**src/rtl/decode_stage_pipelined.sv**
```systemverilog
// Decode stage: register file with write-through bypass, forwarded branch
// compare, branch-target adder and an ID/EX pipeline register that the
// hazard unit can hold or flush.
//
// Pipeline handshake: the E side has no backpressure. valid_e = 1 marks a
// real instruction in E. hold_e freezes the ID/EX contents, flush_e replaces
// them with a bubble, and flush_e wins when both are high.
module decode_stage_pipelined #(
  parameter int DATA_WIDTH  = 32,
  parameter int INSTR_WIDTH = 32,
  parameter int REG_COUNT   = 32,
  parameter int OP_WIDTH    = 5,
  parameter int IMM_WIDTH   = 16
) (
  input  logic                   clk,
  input  logic                   reset,
  input  logic [INSTR_WIDTH-1:0] instruction,
  input  logic [INSTR_WIDTH-1:0] pcplus4,
  input  logic                   jmp,
  input  logic                   branch,
  input  logic [1:0]             branch_mode,
  input  logic [1:0]             forward_a_d,
  input  logic [1:0]             forward_b_d,
  input  logic [DATA_WIDTH-1:0]  alu_out_m,
  input  logic [DATA_WIDTH-1:0]  result_w,
  input  logic [OP_WIDTH-1:0]    write_reg_w,
  input  logic                   reg_write_w,
  input  logic                   hold_e,
  input  logic                   flush_e,
  output logic [INSTR_WIDTH-1:0] pc_branch_d,
  output logic [1:0]             pc_src_d,
  output logic [DATA_WIDTH-1:0]  rd1_e,
  output logic [DATA_WIDTH-1:0]  rd2_e,
  output logic [DATA_WIDTH-1:0]  sign_imm_e,
  output logic [OP_WIDTH-1:0]    rs_e,
  output logic [OP_WIDTH-1:0]    rt_e,
  output logic [OP_WIDTH-1:0]    rd_e,
  output logic                   valid_e
);

  localparam logic [1:0] MODE_BEQ  = 2'b00;
  localparam logic [1:0] MODE_BNE  = 2'b01;
  localparam logic [1:0] MODE_BLEZ = 2'b10;
  localparam logic [1:0] MODE_BGTZ = 2'b11;

  localparam logic [1:0] FWD_ALU_M    = 2'b01;
  localparam logic [1:0] FWD_RESULT_W = 2'b10;

  logic [DATA_WIDTH-1:0] regs [REG_COUNT];

  logic [OP_WIDTH-1:0]   rs_d, rt_d, rd_d;
  logic                  rs_ok, rt_ok, wr_ok;
  logic [DATA_WIDTH-1:0] rd1_d, rd2_d;
  logic [DATA_WIDTH-1:0] sign_imm_d;
  logic [INSTR_WIDTH-1:0] imm_pc;
  logic [DATA_WIDTH-1:0] cmp_a, cmp_b;
  logic                  taken;
  logic                  unused_instr_bits;

  // Opcode/funct bits above the rs field are decoded elsewhere.
  assign unused_instr_bits = &{1'b0, instruction[INSTR_WIDTH-1:26]};

  assign rs_d = instruction[21 +: OP_WIDTH];
  assign rt_d = instruction[16 +: OP_WIDTH];
  assign rd_d = instruction[11 +: OP_WIDTH];

  // Index range checks only exist when the index space is larger than the file.
  if (REG_COUNT < 2 ** OP_WIDTH) begin : g_range
    assign rs_ok = int'(rs_d) < REG_COUNT;
    assign rt_ok = int'(rt_d) < REG_COUNT;
    assign wr_ok = int'(write_reg_w) < REG_COUNT;
  end else begin : g_full
    assign rs_ok = 1'b1;
    assign rt_ok = 1'b1;
    assign wr_ok = 1'b1;
  end

  // Register file write port; R0 and out-of-range indices are never written.
  always_ff @(posedge clk or posedge reset) begin
    if (reset) begin
      for (int i = 0; i < REG_COUNT; i++) regs[i] <= '0;
    end else if (reg_write_w && (write_reg_w != '0) && wr_ok) begin
      regs[write_reg_w] <= result_w;
    end
  end

  // Read ports: zero for R0/out-of-range, write-through bypass from W.
  always_comb begin
    rd1_d = '0;
    rd2_d = '0;
    if ((rs_d != '0) && rs_ok) begin
      if (reg_write_w && (write_reg_w == rs_d)) rd1_d = result_w;
      else                                      rd1_d = regs[rs_d];
    end
    if ((rt_d != '0) && rt_ok) begin
      if (reg_write_w && (write_reg_w == rt_d)) rd2_d = result_w;
      else                                      rd2_d = regs[rt_d];
    end
  end

  assign sign_imm_d = {{(DATA_WIDTH-IMM_WIDTH){instruction[IMM_WIDTH-1]}},
                       instruction[IMM_WIDTH-1:0]};
  assign imm_pc     = {{(INSTR_WIDTH-IMM_WIDTH){instruction[IMM_WIDTH-1]}},
                       instruction[IMM_WIDTH-1:0]};

  // Branch target wraps modulo 2**INSTR_WIDTH.
  assign pc_branch_d = pcplus4 + (imm_pc << 2);

  // Compare operands: forwarded values feed the branch compare only.
  always_comb begin
    case (forward_a_d)
      FWD_ALU_M:    cmp_a = alu_out_m;
      FWD_RESULT_W: cmp_a = result_w;
      default:      cmp_a = rd1_d;
    endcase
    case (forward_b_d)
      FWD_ALU_M:    cmp_b = alu_out_m;
      FWD_RESULT_W: cmp_b = result_w;
      default:      cmp_b = rd2_d;
    endcase
  end

  // Branch resolution; BLEZ/BGTZ look at operand A only.
  always_comb begin
    case (branch_mode)
      MODE_BEQ:  taken = (cmp_a == cmp_b);
      MODE_BNE:  taken = (cmp_a != cmp_b);
      MODE_BLEZ: taken = cmp_a[DATA_WIDTH-1] || (cmp_a == '0);
      MODE_BGTZ: taken = !cmp_a[DATA_WIDTH-1] && (cmp_a != '0);
      default:   taken = 1'b0;
    endcase
  end

  assign pc_src_d = {jmp, branch & taken};

  // ID/EX register: flush beats hold, otherwise capture the D-side values.
  always_ff @(posedge clk or posedge reset) begin
    if (reset) begin
      rd1_e      <= '0;
      rd2_e      <= '0;
      sign_imm_e <= '0;
      rs_e       <= '0;
      rt_e       <= '0;
      rd_e       <= '0;
      valid_e    <= 1'b0;
    end else if (flush_e) begin
      rd1_e      <= '0;
      rd2_e      <= '0;
      sign_imm_e <= '0;
      rs_e       <= '0;
      rt_e       <= '0;
      rd_e       <= '0;
      valid_e    <= 1'b0;
    end else if (!hold_e) begin
      rd1_e      <= rd1_d;
      rd2_e      <= rd2_d;
      sign_imm_e <= sign_imm_d;
      rs_e       <= rs_d;
      rt_e       <= rt_d;
      rd_e       <= rd_d;
      valid_e    <= 1'b1;
    end
  end

endmodule

```
**config.mk**
```make
export PLATFORM = sky130hd
export DESIGN_NAME = decode_stage_pipelined
export DESIGN_NICKNAME = d
export VERILOG_FILES = /design/src/rtl/decode_stage_pipelined.sv
export SDC_FILE = /design/constraint.sdc
export NUM_CORES = 2
export LEC_CHECK = 0
export ABC_CLOCK_PERIOD_IN_PS = 40500
export CORE_ASPECT_RATIO = 1.2
export CORE_UTILIZATION = 50
export CTS_BUF_LIST = sky130_fd_sc_hd__clkbuf_4 sky130_fd_sc_hd__clkbuf_8 sky130_fd_sc_hd__clkbuf_16
export DETAILED_ROUTE_END_ITERATION = 7
export GPL_ROUTABILITY_DRIVEN = 1
export HOLD_SLACK_MARGIN = 0.15
export PLACE_DENSITY = 0.68
export SLEW_MARGIN = 20
export SYNTH_ARGS = -nofsm -noshare
export SYNTH_HDL_FRONTEND = slang
export SYNTH_SLANG_ARGS = --single-unit
```
**constraint.sdc**
```tcl
create_clock -name clk -period 40.5 [get_ports clk]
set_clock_uncertainty 0.2 [all_clocks]
set_input_delay 4.05 -clock clk [delete_from_list [all_inputs] [get_ports clk]]
set_output_delay 4.05 -clock clk [all_outputs]
set_load 0.05 [all_outputs]
```
==> flow_summary.ini <==
[placed_design]
io_buffers = 279
hpwl_microns = 133000
gp_congestion = 0.952
post-place-ws_ns = 25.94
post_dp_cell_area_sq_um = 65500

[floorplan]
dieArea_sq_um = 125000
core_sq_um = 122000
die_w_microns = 323
start_util_pct = 50.6
rows = 140
io_pins = 292
die_y_microns = 387

[critical_path]
crit_slowest_cell = nor4_1
cpLargestDelayFamily = buffers and inverters
end_kind = output pin
cp_slowest_stage_delay_ns = 0.85
path_cells = buf_8 -> buf_4 -> buf_4 -> nor3_1 -> a221oi_1 -> nand3_1 -> o211ai_1 -> o21ai_0 -> nor4_1 -> nand3_1 -> nor4_2 -> o21a_1 -> nand4bb_1 -> clkdlybuf4s50_1
required_ns = 36.25
critPathArrivalTime_ns = 10.52
crit_fanout = 73
path_buf_inv = 4
start_kind = input pin
path_class = in -> out

[synthesis]
syn_nets = 4835
muxShareOfSynthArea_pct = 37.1
netlist_instances = 4655
yosysUniqueCellTypes = 81
ys.flop_type = dfrtp_1
synth_async_sr_flop_share_pct = 100
post_synth.cell_area_avg_sq_um = 13.3
synth-compound-area-share_pct = 7.48
synthXorXnorAreaFrac_pct = 0.923
synthAdderAreaFrac_pct = 0.702
yosysSeqAreaShare_pct = 45.2
syn_area_sq_um = 61700
synth_edf_count = 0
ys_ff_latch = 1115
synth_top_family_by_area = multiplexers
post_synth_and_or_nand_nor_area_fraction_pct = 4.50
synth_warnings = 0

[sta]
setup_tns_ns = 0
slew_headroom_pct = 17.0
setup_ws_ns = 25.73
max_freq_mhz = 67.7
hold_viol = 0
fin_crit_sh_pct = 36.5
worstMarginPinSlew_ns = 1.24
drv_slew = 0
grt_setup_unrepaired = false
setup_viol = 0
fin_crit_ns = 14.77

[drt]
ant_nets = 0
drt-initial-drc-count = 5444
post_drt_wl_per_cell_microns = 34.1
post_drt_via_cell_ratio = 6.92
vias = 44400
first_pass_iters = 8
route.detailed.drc = 5
wl_microns = 219000

[layout]
fin_area_sq_um = 69600
final_util_pct = 57.1
layout-drive-gt1-share_pct = 38.4
nets = 4858
syn_to_final_growth_pct = 12.7

[clocking]
holdBufCountCts = 0
postCtsSetupRepairBufs = 0
htree_levels = 3
clk_pin_slew_ns = 0.06
clk_latency_ns = 0.75
cts.sinks = 1115
cts_tree = done
post_cts_resized = 0
numCtsBuffers = 114
cts_root_buffer = clkbuf_16
ctsLongestPathBuffers = 3

[power_and_ir_drop]
power.total_w = 0.00337
cellPowerDensity_nw_per_um2 = 48.5
peakVddDrop_v = 0.0000335
leakagePower_nw = 30.0

[worst_hold_path]
hp-class = reg -> reg

[outcome]
violations = design-rule violations
outcome = complete, but fails checks

[run]
cap_violations = 0

[grt]
antenna_found_initial = 11
grt_pass1_wl_microns = 315000
grt_pass1_vias = 44400
grt_max_degree = 173
grtUsageTotal_pct = 35.0
grt_overflow_total = 0
==> worst paths after layout <==
| path | startpoint | to | slack (ns) | cells past startpoint |
|---|---|---|---|---|
| setup / recovery | instruction[22] | pc_src_d[0] | 25.73 | 14 |
| hold / removal | regs[1012]$_DFFE_PP0P_ | regs[1012]$_DFFE_PP0P_ | 0.20 | 0 |
| setup reg to reg | regs[525]$_DFFE_PP0P_ | rd2_e[13]$_DFFE_PP0P_ | 37.45 | 8 |
| hold reg to reg | regs[1012]$_DFFE_PP0P_ | regs[1012]$_DFFE_PP0P_ | 0.20 | 0 |
| max in group asynchronous | reset | regs[270]$_DFFE_PP0P_ | 33.17 | 5 |
| min in group asynchronous | reset | regs[644]$_DFFE_PP0P_ | 3.66 | 2 |
==> state kept, by name, summed over array words and instances (netlist names) <==
register	cells
rd1_e	32
sign_imm_e	16
regs	1024
rt_e	5
rs_e	5
valid_e	1
rd2_e	32
==> synthesized netlist by cell type (28+ instances only) <==
cell / n / area [sq um]
xnor2_1: 39 / 342
clkbuf_1: 338 / 1270
o22ai_1: 47 / 294
dfrtp_1: 1115 / 27900
nand3_1: 29 / 145
buf_1: 28 / 105
mux2_2: 974 / 11000
nor2_1: 169 / 634
buf_2: 62 / 310
mux2i_1: 251 / 2510
ha_1: 33 / 413
o221ai_1: 41 / 359
a21oi_1: 91 / 455
nand2_1: 212 / 796
buf_4: 70 / 526
a22oi_1: 121 / 908
o21ai_0: 140 / 701
a22o_1: 30 / 263
nor2b_1: 36 / 225
mux4_2: 418 / 9410
==> cells by family after synthesis <==
logic type      Yosys count
mux                    1643
flops                  1115
compound gates          665
simple gates            590
buf+inv                 543
xor+xnor                 65
fa+ha+maj                34
==> layout by cell type, fill, tap and decap left out, types with 12 or more instances in the layout <==
cell type and n:
a21o_1 15, a22oi_1 121, o221ai_1 41, mux2i_1 251, nor2b_1 30, a31oi_1 22
nand4_1 13, and3_1 12, clkdlybuf4s50_1 266, mux2_2 974, clkbuf_4 22, mux4_2 418
o21ai_0 139, nor2_1 151, dfrtp_1 1115, clkinv_2 30, a22o_1 30, nand3_1 29
xnor2_1 39, nor3_1 25, o22ai_1 47, diode_2 12, a222oi_1 24, a21oi_1 89
clkbuf_8 28, ha_1 33, clkbuf_16 116, a211oi_1 25, buf_4 143, nand2_2 15
nand2_1 197, nor2_4 18, a221oi_1 22, xor2_1 26, or3_1 14, inv_1 26
==> where the power goes <==
group / switching [W] / internal (W) / leakage [nW]
Clock: 0.000470 / 0.000656 / 2.03
Sequential: 0.000147 / 0.00131 / 14.4
Combinational: 0.000382 / 0.000404 / 13.6
Total: 0.000999 / 0.00237 / 30.0
==> final cells by class <==
| cell class | count | area [sq um] |
|---|---|---|
| Clock buffer | 166 | 3450 |
| Fill cell | 9825 | 52400 |
| Multi-Input combinational cell | 2997 | 31500 |
| Tap cell | 1633 | 2040 |
| Clock inverter | 50 | 554 |
| Antenna cell | 12 | 30.0 |
| Inverter | 28 | 113 |
| Sequential cell | 1115 | 27900 |
| Timing Repair Buffer | 422 | 3920 |
==> metal layers <==
metal  vias up  GRT usage, %  wire, microns
met5         -             0             39
met4         6          19.8          13600
met3       664          9.73          24100
met2      2625          53.4          99900
met1     23400          44.9          81300
li1      17700             -              -
==> per-stage QoR <==
| step | hold slack, ns | instances |
|---|---|---|
| 2_1_floorplan | 0.241 | 4655 |
| 3_3_place_gp | 0.177 | 6195 |
| 3_5_place_dp | 0.182 | 6195 |
| 4_1_cts | 0.198 | 6411 |
| 5_1_grt | 0.209 | 6413 |
| 6_report | 0.201 | 6423 |
(Power assumes the default switching activity.)
